`src/rtl/dsi_word_packer_pkg.sv`:
```
// dsi_word_packer_pkg: shared constants, state encoding and saturating increment
// for the DSI word packer.
package dsi_word_packer_pkg;

    localparam logic [15:0] HDR_MAGIC_DEF = 16'hB5B5;
    localparam logic [7:0]  TRL_MAGIC_DEF = 8'hEE;

    // Trailer flag bit positions
    localparam int OVF_BIT    = 23;
    localparam int SOPERR_BIT = 22;

    typedef enum logic [2:0] {
        ST_IDLE,
        ST_DATA,
        ST_FLUSH,
        ST_TRAILER,
        ST_GAP
    } state_t;

    function automatic logic [15:0] sat_inc16(input logic [15:0] v);
        return (v == 16'hFFFF) ? v : v + 16'd1;
    endfunction

endpackage

```
`src/rtl/dsi_word_packer.sv`:
```
// dsi_word_packer: packs a framed DSI byte stream into header/data/trailer 32-bit FIFO words.
//
// Ports:
//   sys_clk, sys_rst_n      clock, asynchronous active-low reset
//   capture_en              gates a burst; sampled only on its SOP byte
//   rx_valid/rx_data        input byte stream, rx_sop/rx_eop mark burst edges
//   rx_ready                byte accepted when rx_valid && rx_ready
//   fifo_wr_en/fifo_wr_data registered FIFO write strobe and word
//   fifo_full               FIFO full; a write while full is a lost word
//   drop_cnt                saturating count of lost words
//   burst_seq               sequence number carried by the last header
module dsi_word_packer
    import dsi_word_packer_pkg::*;
#(
    parameter logic [15:0] HDR_MAGIC = HDR_MAGIC_DEF,
    parameter logic [7:0]  TRL_MAGIC = TRL_MAGIC_DEF
) (
    input  logic        sys_clk,
    input  logic        sys_rst_n,
    input  logic        capture_en,
    input  logic        rx_valid,
    input  logic [7:0]  rx_data,
    input  logic        rx_sop,
    input  logic        rx_eop,
    output logic        rx_ready,
    output logic        fifo_wr_en,
    output logic [31:0] fifo_wr_data,
    input  logic        fifo_full,
    output logic [15:0] drop_cnt,
    output logic [7:0]  burst_seq
);

    state_t      state;
    logic [15:0] byte_count;
    logic [31:0] lanes;
    logic [1:0]  lane_idx;
    logic        sop_err;
    logic        ovf;
    logic        accept;
    logic        drop;
    logic [31:0] packed_word;
    logic [31:0] trailer_word;

    assign rx_ready    = (state == ST_IDLE) || (state == ST_DATA);
    assign accept      = rx_valid && rx_ready;
    assign drop        = fifo_wr_en && fifo_full;
    // Lanes are cleared after every emitted word, so unused lanes stay zero.
    assign packed_word = lanes | ({24'h0, rx_data} << {lane_idx, 3'b000});

    // A drop happening in the same cycle the trailer is built still lands in it.
    always_comb begin
        trailer_word             = {TRL_MAGIC, 8'h00, byte_count};
        trailer_word[OVF_BIT]    = ovf || drop;
        trailer_word[SOPERR_BIT] = sop_err;
    end

    always_ff @(posedge sys_clk or negedge sys_rst_n) begin
        if (!sys_rst_n) begin
            state        <= ST_IDLE;
            byte_count   <= '0;
            lanes        <= '0;
            lane_idx     <= '0;
            sop_err      <= 1'b0;
            ovf          <= 1'b0;
            drop_cnt     <= '0;
            burst_seq    <= '0;
            fifo_wr_en   <= 1'b0;
            fifo_wr_data <= '0;
        end else begin
            fifo_wr_en <= 1'b0;
            if (drop) begin
                drop_cnt <= sat_inc16(drop_cnt);
                ovf      <= 1'b1;
            end
            case (state)
                ST_IDLE: if (accept && rx_sop && capture_en) begin
                    fifo_wr_en   <= 1'b1;
                    fifo_wr_data <= {HDR_MAGIC, 8'h00, burst_seq + 8'd1};
                    burst_seq    <= burst_seq + 8'd1;
                    byte_count   <= 16'd1;
                    sop_err      <= 1'b0;
                    ovf          <= 1'b0;
                    lanes        <= {24'h0, rx_data};
                    lane_idx     <= 2'd1;
                    state        <= rx_eop ? ST_FLUSH : ST_DATA;
                end
                ST_DATA: if (accept) begin
                    byte_count <= sat_inc16(byte_count);
                    if (rx_sop)
                        sop_err <= 1'b1;
                    if (rx_eop || lane_idx == 2'd3) begin
                        fifo_wr_en   <= 1'b1;
                        fifo_wr_data <= packed_word;
                        lanes        <= '0;
                    end else begin
                        lanes <= packed_word;
                    end
                    lane_idx <= rx_eop ? 2'd0 : lane_idx + 2'd1;
                    if (rx_eop)
                        state <= ST_TRAILER;
                end
                ST_FLUSH: begin
                    fifo_wr_en   <= 1'b1;
                    fifo_wr_data <= lanes;
                    lanes        <= '0;
                    lane_idx     <= '0;
                    state        <= ST_TRAILER;
                end
                ST_TRAILER: begin
                    fifo_wr_en   <= 1'b1;
                    fifo_wr_data <= trailer_word;
                    state        <= ST_GAP;
                end
                ST_GAP:  state <= ST_IDLE;
                default: state <= ST_IDLE;
            endcase
        end
    end

endmodule
```
`config.mk`:
```
export PLATFORM = sky130hd
export DESIGN_NAME = dsi_word_packer
export DESIGN_NICKNAME = d
export VERILOG_FILES = /design/src/rtl/dsi_word_packer_pkg.sv /design/src/rtl/dsi_word_packer.sv
export SDC_FILE = /design/constraint.sdc
export NUM_CORES = 1
export LEC_CHECK = 0
export BUFFER_PORTS_ARGS = -buffer_cell sky130_fd_sc_hd__buf_2
export CAP_MARGIN = 20
export CORE_MARGIN = 2
export CORE_UTILIZATION = 55
export CTS_BUF_LIST = sky130_fd_sc_hd__clkbuf_8
export DETAILED_ROUTE_END_ITERATION = 8
export GPL_TIMING_DRIVEN = 0
export PLACE_DENSITY = 0.83
export SLEW_MARGIN = 20
export SYNTH_ARGS = -nofsm -noshare
export SYNTH_HDL_FRONTEND = slang
export SYNTH_SLANG_ARGS = --single-unit
```
`constraint.sdc`:
```
create_clock -name sys_clk -period 2.82 [get_ports sys_clk]
set_input_delay 0.564 -clock sys_clk [delete_from_list [all_inputs] [get_ports sys_clk]]
set_output_delay 0.564 -clock sys_clk [all_outputs]
set_load 0.02 [all_outputs]
```
==> metrics.md, run 1 <==
| Metric | Value |
|---|---|
| Status | completed |
| Slew @ Worst Pin | 0.728 ns |
| Chip width | 105 um |
| ANT cells | 0 |
| Worst Hold Class | input pin to asynchronous set/reset pin |
| Share of the synthesized area in the top cell type | 50.4% |
| Period utilisation layout | 93.6% |
| Worst Reg-to-Reg Cells | 8 |
| First-pass GRT wire length | 25400 um |
| Unique masters post-synth | 55 |
| Maximum vdd drop | 0.000687 V |
| Cells after DPL | 808 |
| Final Wtd Congestion | 0.934 |
| Post-route ant nets | 0 |
| Initial core utilization | 56.9% |
| CP Launch Point | state[1] |
| Initial antenna violation count | 0 |
| Net Count, Synth | 629 |
| Critical path data arrival time | 2.08 ns |
| Layout area overhead | 13.6% |
| Hold Worst Slack | 0.136 ns |
| WS Path Type | flop to primary output |
| Final non-filler cell total | 824 |
| Setup-failing EPs final | 0 |
| Mapped Area | 0.00556 mm^2 |
| Clk slew on worst S/H paths | 0.11 ns |
| FF+latch area | 0.00280 mm^2 |
| Worst-Skew Late Latency | 0.38 ns |
| Worst setup EP type | primary output |
| Number of H-tree levels | 3 |
| Post-synth top cells | dfrtp_1, nor2_1, nand2_1 |
| Synth area leader | dfrtp_1 |
| Slew HR | 51.1% |
| Buffers on Ports | 64 |
| RSZ-0062 raised after global routing | no |
| DRT iter0 DRCs | 622 |
| Synth warn | 0 |
| Worst-path cell chain | buf_2 -> clkbuf_1 -> clkbuf_1 -> nor2_1 -> buf_2 |
| Startpoint Class | flop |
| Largest stage delay, worst path | 0.44 ns |
| Post-CTS Hold Fix Bufs | 0 |
| Worst Path Required | 2.26 ns |
| Power per cell area | 1150 mW/mm^2 |
| Die Y | 105 um |
| Critical path fanouts, max | 10 |
| Setup TNS | 0 ns |
| Cts bufs inserted | 9 |
| Via density | 6.30 |
| Synthesis-stage register bit count | 112 |
| R2r setup slk | 0.46 ns |
| DR vias | 5191 |
| Cell row count | 36 |
| Global route overflow | 0 |
| Core area | 0.00977 mm^2 |
| Fmax | 379 MHz |
| Resized cells post-CTS | 0 |
| Worst setup endpoint | rx_ready |
| Layout cells sized above 1 | 15.9% |
| Area occupied by multi-input gates | 0.00251 mm^2 |
| Leak | 0.00285 uW |
| Clock skew | 0.0183 ns |
| Total GRT Usage | 28.9% |
| CTS tree | yes |
| Main synth FF type | dfrtp_1 |
| Final wirelength | 15200 um |
| Root buf cell | clkbuf_8 |
| Syn avg cell area | 9.12 um^2 |
| CTS Buffer Depth | 2 |
| Layout fillers | 807 |
| Pin count of the biggest net entering global routing | 60 |
| Reg2reg end | fifo_wr_data[30] |
| CP max stage cell | clkbuf_1 |
| Number of synthesized flops with an enable pin | 0 |
| Placed inst area | 0.00609 mm^2 |
| Final instance area | 0.00632 mm^2 |
| Dpl hpwl | 10800 um |
| Seq/Total Area, Yosys | 50.4% |
| Most numerous cell in the Yosys netlist | dfrtp_1 |
| Drt pass-1 iters | 5 |
| Cells after Synth | 610 |
| Slew Limit Fails | 0 |
| Worst r2r src | lane_idx[0] |
| WL/cell | 18.4 um |
| Die Area | 0.0109 mm^2 |
| Vias in the first global route | 5052 |
| Layout Nets | 705 |
| Ys async rst share | 100% |
| Fin. Hold Viols | 0 |
| Post-route DRC violation count | 0 |
| Max Cap Viol | 0 |
| Postcts setup bufs | 0 |
| Clock Sinks | 112 |
| Tmin final | 2.64 ns |
| Top-level I/O count | 73 |
| Area contributors post-synth | dfrtp_1, nor2_1, a31oi_1 |
-- state kept, by name (all words and copies together) (netlist names) --
signal	cells
fifo_wr_en	1
drop_cnt	16
byte_count	16
burst_seq	8
fifo_wr_data	32
ovf	1
sop_err	1
lane_idx	2
state	3
lanes	32
-- worst max-delay path: cells and delay by family (launching register included) --
kind	cells	cell delay, ns
buf+inv	4	1.25
flops	1	0.38
simple gates	1	0.08
-- layout make-up --
type | count | share of cell area, %
Tap cell | 133 | 2.63
Sequential cell | 112 | 44.4
Buffer | 47 | 3.43
Inverter | 10 | 0.594
Clock inverter | 7 | 1.68
Clock buffer | 9 | 1.96
Timing Repair Buffer | 65 | 5.60
Multi-Input combinational cell | 441 | 39.7
-- power by group --
part           switching [uW]  internal, uW  leakage [uW]
sequential                426          2110       0.00144
clock                     576           514      0.000118
combinational            2410          1210       0.00129
-- per-layer routing --
layer / vias to the layer above / track usage (%) / share of wire [%]
li1: 2337 / - / -
met1: 2527 / 39.9 / 42
met2: 282 / 45.8 / 47
met3: 45 / 4.49 / 7.6
met4: 0 / 12.0 / 3.0
met5: - / 0 / 0
-- logic make-up after synthesis --
group           Yosys count  synth area share [%]
mux                       2                 0.405
xor+xnor                 27                  4.25
fa+ha+maj                 4                 0.900
buf+inv                  57                  4.57
simple gates            238                  19.6
flops                   112                  50.4
compound gates          170                  19.9
-- metrics by stage --
stage          total power [uW]  utilization, %  setup WS [ns]
3_5_place_dp               6110            62.3          0.495
4_1_cts                    7190            64.6          0.225
6_report                   7240            64.6          0.180
2_1_floorplan              4930               -          0.846
3_3_place_gp               5970            61.9        -0.0923
5_1_grt                    7720            64.6          0.143
-- how the worst min path moves through the flow --
stage	to	slack, ns	cells after the start	start
after detailed placement	ovf	0.47	2	ovf
after global routing	burst_seq[1]	0.17	1	sys_rst_n
after global placement	fifo_wr_data[11]	0.47	2	fifo_wr_data[11]
after floorplan	burst_seq[0]	0.27	0	sys_rst_n
final	burst_seq[0]	0.14	1	sys_rst_n
after CTS	lanes[17]	0.15	1	sys_rst_n
-- cells in the final DEF (no fill, tap or decap), types with 7 or more instances in the layout --
cell	instances
o31ai_1	10
buf_2	78
nor2b_1	7
o21ai_0	41
a22o_1	8
nand3_1	24
inv_1	10
a221oi_1	12
nand2_1	56
xnor2_1	14
xor2_1	13
dfrtp_1	112
nor2_1	101
nand4_1	13
clkbuf_1	22
clkbuf_8	9
a31oi_1	34
a21oi_1	33
(Power assumes the default switching activity.)
==> inputs of run 2 (changes only) <==
--- a/config.mk
+++ b/config.mk
@@ -8,11 +8,11 @@
 export BUFFER_PORTS_ARGS = -buffer_cell sky130_fd_sc_hd__buf_2
 export CAP_MARGIN = 20
 export CORE_MARGIN = 2
-export CORE_UTILIZATION = 55
+export CORE_UTILIZATION = 60
 export CTS_BUF_LIST = sky130_fd_sc_hd__clkbuf_8
 export DETAILED_ROUTE_END_ITERATION = 8
 export GPL_TIMING_DRIVEN = 0
-export PLACE_DENSITY = 0.83
+export PLACE_DENSITY = 0.88
 export SLEW_MARGIN = 20
 export SYNTH_ARGS = -nofsm -noshare
 export SYNTH_HDL_FRONTEND = slang
==> metrics.md, run 2 (synthesis results as in run 1) <==
| Metric | Value |
|---|---|
| Status | completed |
| Clk slew on worst S/H paths | 0.12 ns |
| R2r setup slk | 0.47 ns |
| FF+latch area | 0.00280 mm^2 |
| Startpoint Class | flop |
| Die Area | 0.0101 mm^2 |
| Maximum vdd drop | 0.000567 V |
| Leading cell type in the layout, fill and taps excluded | dfrtp_1 |
| ANT cells | 0 |
| Clock power frac | 14.7% |
| Resized cells post-CTS | 0 |
| Worst setup endpoint | rx_ready |
| Vias in the first global route | 4840 |
| Largest stage delay, worst path | 0.43 ns |
| Worst-Skew Late Latency | 0.39 ns |
| Layout Nets | 705 |
| Critical path fanouts, max | 10 |
| Worst Reg-to-Reg Cells | 8 |
| Worst r2r src | lane_idx[0] |
| Cts bufs inserted | 9 |
| WS Path Type | flop to primary output |
| Die Y | 100 um |
| DRT iter0 DRCs | 431 |
| Cells after DPL | 786 |
| Setup-failing EPs final | 0 |
| CP max stage cell | clkbuf_1 |
| Slew Limit Fails | 0 |
| Root buf cell | clkbuf_8 |
| Leak | 0.00285 uW |
| Final WS setup | 0.191 ns |
| Worst Hold Class | input pin to asynchronous set/reset pin |
| Critical path data arrival time | 2.06 ns |
| Via density | 6.49 |
| Max Cap Viol | 0 |
| Final non-filler cell total | 802 |
| First-pass GRT wire length | 24600 um |
| Global route overflow | 0 |
| Post-Route Utilization | 69.0% |
| Fin. Hold Viols | 0 |
| Post-CTS Hold Fix Bufs | 0 |
| Most frequent cells in the layout | dfrtp_1, nor2_1, buf_2 |
| Postcts setup bufs | 0 |
| CTS Buffer Depth | 2 |
| Drt pass-1 iters | 6 |
| Slew HR | 46.4% |
| Power per cell area | 1150 mW/mm^2 |
| Layout cells sized above 1 | 16.1% |
| Slew @ Worst Pin | 0.797 ns |
| Final wirelength | 15300 um |
| Number of H-tree levels | 3 |
| Chip width | 100 um |
| Period utilisation layout | 93.2% |
| Clock Sinks | 112 |
| Final Wtd Congestion | 0.919 |
| Worst slack at placement | 0.451 ns |
| Initial core utilization | 61.1% |
| Clock skew | 0.0226 ns |
| Cell Int Power | 3780 uW |
| Total GRT Usage | 31.3% |
| Post-route DRC violation count | 0 |
| Worst setup EP type | primary output |
| Gate power share | 50.2% |
| Worst-path cell chain | buf_2 -> clkbuf_1 -> clkbuf_1 -> nor2_1 -> buf_2 |
| Post-route ant nets | 0 |
| Area occupied by multi-input gates | 0.00251 mm^2 |
| RSZ-0062 raised after global routing | no |
| Core area | 0.00911 mm^2 |
| Proportion of power drawn by flip-flops and latches | 35.1% |
| Net switching power | 3450 uW |
| CP Launch Point | state[1] |
| Layout area overhead | 13.0% |
| Cell row count | 35 |
| Pin count of the biggest net entering global routing | 64 |
| DR vias | 5201 |
| Fmax | 380 MHz |
| Worst Path Required | 2.26 ns |
| Switch share | 47.7% |
| Initial antenna violation count | 0 |
| Layout fillers | 727 |
| Tmin final | 2.63 ns |
| WL/cell | 19.0 um |
| Largest regs | fifo_wr_data: 32 flops, lanes: 32 flops |
| CTS tree | yes |
| Top-level I/O count | 73 |
| Dpl hpwl | 10900 um |
| Reg2reg end | fifo_wr_data[30] |
| Buffers on Ports | 64 |
-- run 2: metrics by stage --
stage / hold WS (ns) / TNS (ns) / total power, uW / instance area [um^2]
floorplan: 0.268 / 0 / 4930 / 5560
global route: 0.127 / 0 / 7680 / 6280
CTS: 0.124 / 0 / 7150 / 6280
detailed placement: 0.457 / 0 / 6100 / 6060
global placement: 0.464 / -3.21 / 5960 / 6020
finish: 0.104 / 0 / 7230 / 6280
-- run 2: layout make-up --
cell class,count,share of cell area (%)
clock buffers,10,2.19
clock inverters,6,1.33
flip-flops and latches,112,44.6
inverters,10,0.597
well taps,111,2.21
plain buffers,47,3.45
multi-input cells,441,40.0
repair buffers,65,5.64
-- run 2: routing by layer --
metal | global-route usage, % | vias to the layer above | routed length [um]
li1 | - | 2345 | -
met1 | 42.4 | 2549 | 6300
met2 | 50.7 | 272 | 7440
met3 | 5.92 | 35 | 1130
met4 | 11.4 | 0 | 385
met5 | 0 | - | 0
-- run 2: power groups by stage --
stage	Clock (uW)	Sequential [uW]	Combinational (uW)
3_3_place_gp	0	2520	3440
3_5_place_dp	0	2550	3550
6_report	1060	2540	3630
2_1_floorplan	0	2790	2150
4_1_cts	1060	2520	3580
5_1_grt	1140	2590	3950
-- run 2: worst max-delay path, delay by kind of cell (launching register included) --
family | cells | cell delay [ns]
buffers and inverters | 4 | 1.23
and+or+nand+nor | 1 | 0.07
DFF | 1 | 0.38
-- run 2: worst min path at each step --
stage | from | to | slack [ns]
6_report | sys_rst_n | drop_cnt[11] | 0.10
5_1_grt | sys_rst_n | burst_seq[7] | 0.13
4_1_cts | sys_rst_n | drop_cnt[11] | 0.12
3_5_place_dp | fifo_wr_data[25] | fifo_wr_data[25] | 0.46
3_3_place_gp | fifo_wr_data[11] | fifo_wr_data[11] | 0.46
2_1_floorplan | sys_rst_n | burst_seq[0] | 0.27
